**config.mk**
```make
export PLATFORM = sky130hd
export DESIGN_NAME = led_pwm_seq
export DESIGN_NICKNAME = d
export VERILOG_FILES = /design/src/rtl/led_pwm_seq.sv
export SDC_FILE = /design/constraint.sdc
export NUM_CORES = 1
export LEC_CHECK = 0
export ABC_AREA = 1
export CAP_MARGIN = 10
export CORE_ASPECT_RATIO = 1.25
export CORE_UTILIZATION = 30
export DETAILED_ROUTE_END_ITERATION = 8
export GPL_ROUTABILITY_DRIVEN = 1
export GPL_TIMING_DRIVEN = 0
export PLACE_DENSITY_LB_ADDON = 0.05
export SYNTH_ARGS = -nofsm -noshare
export SYNTH_HDL_FRONTEND = slang
export SYNTH_SLANG_ARGS = --single-unit
```
**constraint.sdc**
```tcl
create_clock -name clk_i -period 7.7 [get_ports clk_i]
set_input_delay 2.31 -clock clk_i [delete_from_list [all_inputs] [get_ports clk_i]]
set_output_delay 2.31 -clock clk_i [all_outputs]
set_load 0.02 [all_outputs]
```
**src/rtl/led_pwm_seq.sv**
```systemverilog
// Multi-channel LED sequencer and PWM generator with OFF/STATIC/COUNT/BREATHE display modes.
// Levels and mode are shadowed at the PWM wrap so no PWM period is ever cut short.
`timescale 1ns/1ps
module led_pwm_seq #(
    parameter int unsigned CHANNELS = 3,
    parameter int unsigned PWM_BITS = 8,
    parameter int unsigned TICK_DIV = 48000
) (
    input  logic                         clk_i,
    input  logic                         rst_ni,
    input  logic                         en_i,
    input  logic [1:0]                   mode_i,
    input  logic [15:0]                  period_i,
    input  logic [CHANNELS*PWM_BITS-1:0] duty_i,
    output logic [CHANNELS-1:0]          pwm_out_o,
    output logic                         step_pulse_o,
    output logic [CHANNELS-1:0]          seq_o
);

    localparam int unsigned TickW = $clog2(TICK_DIV);
    localparam int unsigned ProdW = 2 * PWM_BITS;
    localparam logic [TickW-1:0]    TickReload = TickW'(TICK_DIV - 1);
    localparam logic [PWM_BITS-1:0] PwmMax     = '1;

    typedef enum logic [1:0] {
        ModeOff     = 2'd0,
        ModeStatic  = 2'd1,
        ModeCount   = 2'd2,
        ModeBreathe = 2'd3
    } mode_e;

    logic [TickW-1:0]                   tick_cnt_q, tick_cnt_d;
    logic [15:0]                        step_cnt_q, step_cnt_d;
    logic [PWM_BITS-1:0]                pwm_cnt_q, pwm_cnt_d;
    logic [CHANNELS-1:0]                seq_q, seq_d;
    logic [PWM_BITS-1:0]                ramp_q, ramp_d;
    logic                               dir_q, dir_d;  // 1 = ramping down
    logic [CHANNELS-1:0][PWM_BITS-1:0]  level_q, level_d;
    mode_e                              cur_mode_q, cur_mode_d;
    logic [CHANNELS-1:0]                pwm_out_q, pwm_out_d;
    logic                               step_pulse_q, step_pulse_d;

    logic                               tick, wrap, step;
    logic [CHANNELS-1:0][PWM_BITS-1:0]  duty_ch;
    logic [CHANNELS-1:0][ProdW-1:0]     breathe_prod;

    for (genvar g = 0; g < CHANNELS; g++) begin : g_chan
        assign duty_ch[g]      = duty_i[g*PWM_BITS +: PWM_BITS];
        assign breathe_prod[g] = ProdW'(duty_ch[g]) * ProdW'(ramp_q);
    end

    assign tick = en_i && (tick_cnt_q == '0);
    assign wrap = en_i && (pwm_cnt_q == PwmMax);
    assign step = en_i && step_pulse_q;

    always_comb begin
        tick_cnt_d   = tick_cnt_q;
        step_cnt_d   = step_cnt_q;
        pwm_cnt_d    = pwm_cnt_q;
        seq_d        = seq_q;
        ramp_d       = ramp_q;
        dir_d        = dir_q;
        level_d      = level_q;
        cur_mode_d   = cur_mode_q;
        pwm_out_d    = pwm_out_q;
        step_pulse_d = step_pulse_q;

        if (en_i) begin
            tick_cnt_d   = tick ? TickReload : tick_cnt_q - 1'b1;
            pwm_cnt_d    = pwm_cnt_q + 1'b1;
            step_pulse_d = 1'b0;
            if (tick) begin
                if (step_cnt_q == '0) begin
                    step_pulse_d = 1'b1;
                    step_cnt_d   = (period_i == '0) ? '0 : period_i - 16'd1;
                end else begin
                    step_cnt_d = step_cnt_q - 16'd1;
                end
            end
            for (int i = 0; i < CHANNELS; i++) begin
                pwm_out_d[i] = (level_q[i] == PwmMax) || (pwm_cnt_q < level_q[i]);
            end
        end

        if (step) begin
            unique case (cur_mode_q)
                ModeCount: seq_d = seq_q + 1'b1;
                ModeBreathe: begin
                    if (!dir_q) begin
                        ramp_d = ramp_q + 1'b1;
                        if (ramp_q == PwmMax - 1'b1) dir_d = 1'b1;
                    end else begin
                        ramp_d = ramp_q - 1'b1;
                        if (ramp_q == PWM_BITS'(1)) dir_d = 1'b0;
                    end
                end
                default: ;
            endcase
        end

        if (wrap) begin
            // Levels use the mode/seq/ramp in force before this cycle's updates.
            for (int i = 0; i < CHANNELS; i++) begin
                unique case (cur_mode_q)
                    ModeOff:     level_d[i] = '0;
                    ModeStatic:  level_d[i] = duty_ch[i];
                    ModeCount:   level_d[i] = seq_q[i] ? duty_ch[i] : '0;
                    ModeBreathe: level_d[i] = breathe_prod[i][ProdW-1:PWM_BITS];
                    default:     level_d[i] = '0;
                endcase
            end
            // A mode change overrides any coincident step action.
            if (mode_e'(mode_i) != cur_mode_q) begin
                cur_mode_d = mode_e'(mode_i);
                seq_d      = '0;
                ramp_d     = '0;
                dir_d      = 1'b0;
            end
        end
    end

    always_ff @(posedge clk_i or negedge rst_ni) begin
        if (!rst_ni) begin
            tick_cnt_q   <= TickReload;
            step_cnt_q   <= '0;
            pwm_cnt_q    <= '0;
            seq_q        <= '0;
            ramp_q       <= '0;
            dir_q        <= 1'b0;
            level_q      <= '0;
            cur_mode_q   <= ModeOff;
            pwm_out_q    <= '0;
            step_pulse_q <= 1'b0;
        end else begin
            tick_cnt_q   <= tick_cnt_d;
            step_cnt_q   <= step_cnt_d;
            pwm_cnt_q    <= pwm_cnt_d;
            seq_q        <= seq_d;
            ramp_q       <= ramp_d;
            dir_q        <= dir_d;
            level_q      <= level_d;
            cur_mode_q   <= cur_mode_d;
            pwm_out_q    <= pwm_out_d;
            step_pulse_q <= step_pulse_d;
        end
    end

    assign pwm_out_o    = pwm_out_q;
    assign step_pulse_o = step_pulse_q && en_i;
    assign seq_o        = seq_q;

endmodule

```
==> flow_results.org <==
** Status
- The run finished with clean final reports.

** Floorplanning
- The initial utilization of the core area, before any placement, comes to 30.3%.
- The die is 182 um wide.
- The floorplan step defined a core boundary enclosing 40,000 um^2.
- Std-Cell Rows :: 82
- Die Y-Extent :: 227 um
- For this design the top-level I/O count stands at 52.
- Die Outline Area :: 41,200 um^2

** Global route
- The number of antenna violations at the first check in global routing was 1.
- The number of global-route vias before repair is 11,000.
- In the global route stage, met2 resource usage came out at 36.8%.
- The first global-routing pass estimated 59.5 mm of wire.
- Total Routing Usage GR :: 18.7%
- GR peak layer :: met2
- Entering global routing, the biggest net connects 63 pins.
- Met3 demand-to-capacity share in global routing :: 1.65%
- Met1 Usage GRT :: 21.8%
- After global routing the overflow that remains totals 0.

** Synth
- Of the post-synthesis cell area, the dominant cell type holds 17.3%.
- Top FF cell, synth :: dfrtp_1
- Synthesis Warnings :: 0
- Post-Synthesis Cells :: 1,752
- The netlist uses 50 different library cells.
- Share of the yosys chip area belonging to registers :: 17.1%
- Summed over all instances, the cell type with the most area after synthesis is fa_1.
- Cells taking the most area after synthesis :: fa_1, nand2_1, dfrtp_1, ha_1, inv_1
- The cell area that synthesis handed to floorplanning was 12,100 um^2.
- Counting flops with a built-in enable in the synthesized netlist gives 0.
- Syn avg cell area :: 6.92 um^2
- Synthesized netlist net count :: 2,032
- Of all flip-flops after synthesis, the portion carrying an async set or reset was 100%.
- After synthesis the netlist holds a flip-flop and latch count of 82.

** Worst setup path
- CP Data Arrival Time :: 6450 ps
- The worst setup path is captured at a flop.
- STA classifies the critical path startpoint as an input port.
- Along the worst path, the maximum fanout reaches 9.
- For the worst setup path, the data required time is 7940 ps.
- Path type of the worst setup path :: in2reg

** Place
- At the placement stage, the worst setup path has a slack of 1000 ps.
- Placed inst area :: 13,000 um^2
- Input and output buffers added on the ports amount to 26.
- Once placement completed, the tool counted placed cells totaling 2,283.
- Routability-driven placement finished with a final weighted congestion of 0.856.
- After legalization and detailed placement, the total HPWL measured 29.3 mm.

** STA
- After layout, the worst path uses 80.6% of the clock period.
- Final hold viol count :: 0
- Worst Skew :: 12.2 ps
- Unrepaired setup endpoints after global routing :: no
- Max-slew violation count :: 0
- Hold slack :: 483 ps
- For the final routed database, the setup TNS stands at 0 ps.
- For the pin with the worst max-slew slack, the measured transition is 878 ps.
- Worst Setup Slack, final :: 1490 ps
- Slew HR :: 41.5%
- For the finished layout, the period the worst path requires is 6210 ps.
- Setup violations remaining at the end of the flow were counted as 0.
- Static timing analysis puts the maximum clock frequency at 161 MHz.

** Clock tree
- For the worst-skew pair, the clock arrives at the later sink with an insertion delay of 350 ps.
- After clock tree synthesis, the clock-pin slew on the worst setup and hold paths is 70 ps.
- Clock root buffer :: clkbuf_16
- After clock tree synthesis, the flow added hold-fix buffers numbering 0.
- The clock passes through at most 2 buffers.
- Post-CTS setup buffer count :: 0
- TritonCTS clock tree :: done
- Counting every sink on the clock net gives 82.
- The clock tree synthesis step divided the H-tree into 3 levels.
- Resize count post-CTS :: 0
- Counting the buffers created by CTS gives 9.

** Power and ir drop
- Total power of the final layout :: 1.69 mW
- Power spread over the standard cell area amounts to 126 nW/um^2.
- Peak supply drop :: 0.108 mV
- Leakage power total :: 7.79 nW

** Cells and area
- Sequential cell area in the final layout :: 2070 um^2
- Most frequent cells in the layout :: nand2_1, inv_1, ha_1
- At the end of the flow the core is filled with cells to 33.4%.
- The filler cells instantiated in the layout total 4,425.
- Count of non-filler cells in the finished layout :: 2,300
- Cell area after layout :: 13,400 um^2
- Area growth from synthesis to final layout :: 10.2%
- The library cell used most frequently in the layout, excluding fill and tap cells, is nand2_1.
- Fraction of final layout cells with drive strength greater than 1 :: 5.63%
- Area of combinational cells with multiple inputs :: 8270 um^2
- The net count of the finished layout is 2,070.

** Drt
- Post-DR vias/cell :: 4.58
- After detailed routing, the number of remaining DRC violations is 0.
- Total Routed Length :: 36.2 mm
- Number of detailed-route iterations in the first pass :: 5
- After the first detailed-routing iteration, the DRC count stood at 468.
- In the final routed layout, each cell accounts on average for 15.8 um.
- The routed layout has 10,500 vias.
- The count of nets left with antenna violations once routing finished came out at 0.

** Job
- # Max-Cap Violations :: 0

** Hold path
- The worst hold path belongs to the class reg2reg.
metal layers:
metal,wire length [um],vias up
li1,-,5356
met1,15500,5032
met2,19400,113
met3,821,25
met4,502,0
met5,0,-
layout make-up:
cell class / instances / share of cell area (%)
tap: 504 / 4.72
inverter: 406 / 11.5
clock inverter: 5 / 0.580
timing repair buffer: 27 / 2.13
sequential: 82 / 15.5
antenna: 1 / 0.0187
buffer: 59 / 1.95
clock buffer: 11 / 1.82
multi-input combinational: 1205 / 61.8
worst max-delay path, stage by stage:
cell and delay (ps):
clkbuf_1 480, nand2_1 170, fa_1 540, fa_1 550, inv_1 50, fa_1 510
fa_1 430, ha_1 320, nand2_1 90, inv_1 70, nand3_1 70, o21ai_1 250
nand2_1 120, nand2_1 70, nand2_1 40, nand3_1 90, nand2_1 150, nand2_1 90
nand2_1 50
path summary, 6_finish.rpt:
path	cells past startpoint	from	slack [ps]	endpoint
setup / recovery	19	duty_i[21]	1490	level_q[20]$_DFFE_PN0P_
hold / removal	2	level_q[4]$_DFFE_PN0P_	480	level_q[4]$_DFFE_PN0P_
setup reg to reg	20	ramp_q[4]$_DFF_PN0_	2310	level_q[20]$_DFFE_PN0P_
hold reg to reg	2	level_q[4]$_DFFE_PN0P_	480	level_q[4]$_DFFE_PN0P_
max in group asynchronous	2	rst_ni	5200	tick_cnt_q[0]$_DFFE_PN1P_
min in group asynchronous	1	rst_ni	1860	tick_cnt_q[7]$_DFFE_PN0P_
power breakdown:
group	total, mW	leakage, nW	internal [mW]	switching, mW
Combinational	0.568	6.65	0.228	0.340
Clock	0.489	0.156	0.293	0.196
Sequential	0.630	0.979	0.525	0.105
cells in the mapped netlist (3+ instances only):
cell type / count
inv_2: 4
nor2_2: 11
nand2_1: 506
nor3_1: 13
o31ai_1: 3
buf_1: 8
nand4_1: 16
o21ai_0: 42
a21oi_1: 62
a21o_1: 6
a21oi_2: 5
fa_1: 105
and2_1: 4
nor2_1: 116
o21bai_1: 9
o21ai_1: 16
dfrtp_1: 69
nand3_1: 70
nor3_2: 5
o211ai_1: 4
clkbuf_1: 34
nor2_4: 6
inv_1: 398
nand3b_1: 4
nand3_2: 4
nand2_2: 6
ha_1: 130
xnor2_1: 13
nor4_1: 7
dfstp_2: 13
xor2_1: 22
a22oi_2: 3
buf_2: 13
o21a_1: 3
logic make-up after synthesis:
group / after synthesis / share of synthesized area, %
compound gates: 160 / 7.75
xor+xnor: 35 / 2.53
fa+ha+maj: 235 / 30.7
buf+inv: 465 / 14.8
flops: 82 / 17.1
simple gates: 775 / 27.1
state kept, by name, summed over array words and instances (netlist names):
register      cells
cur_mode_q        2
pwm_out_o         3
ramp_q            8
seq_o             3
level_q          24
dir_q             1
tick_cnt_q       16
step_pulse_q      1
pwm_cnt_q         8
step_cnt_q       16
Note: power is estimated with default switching activity, not from simulation.
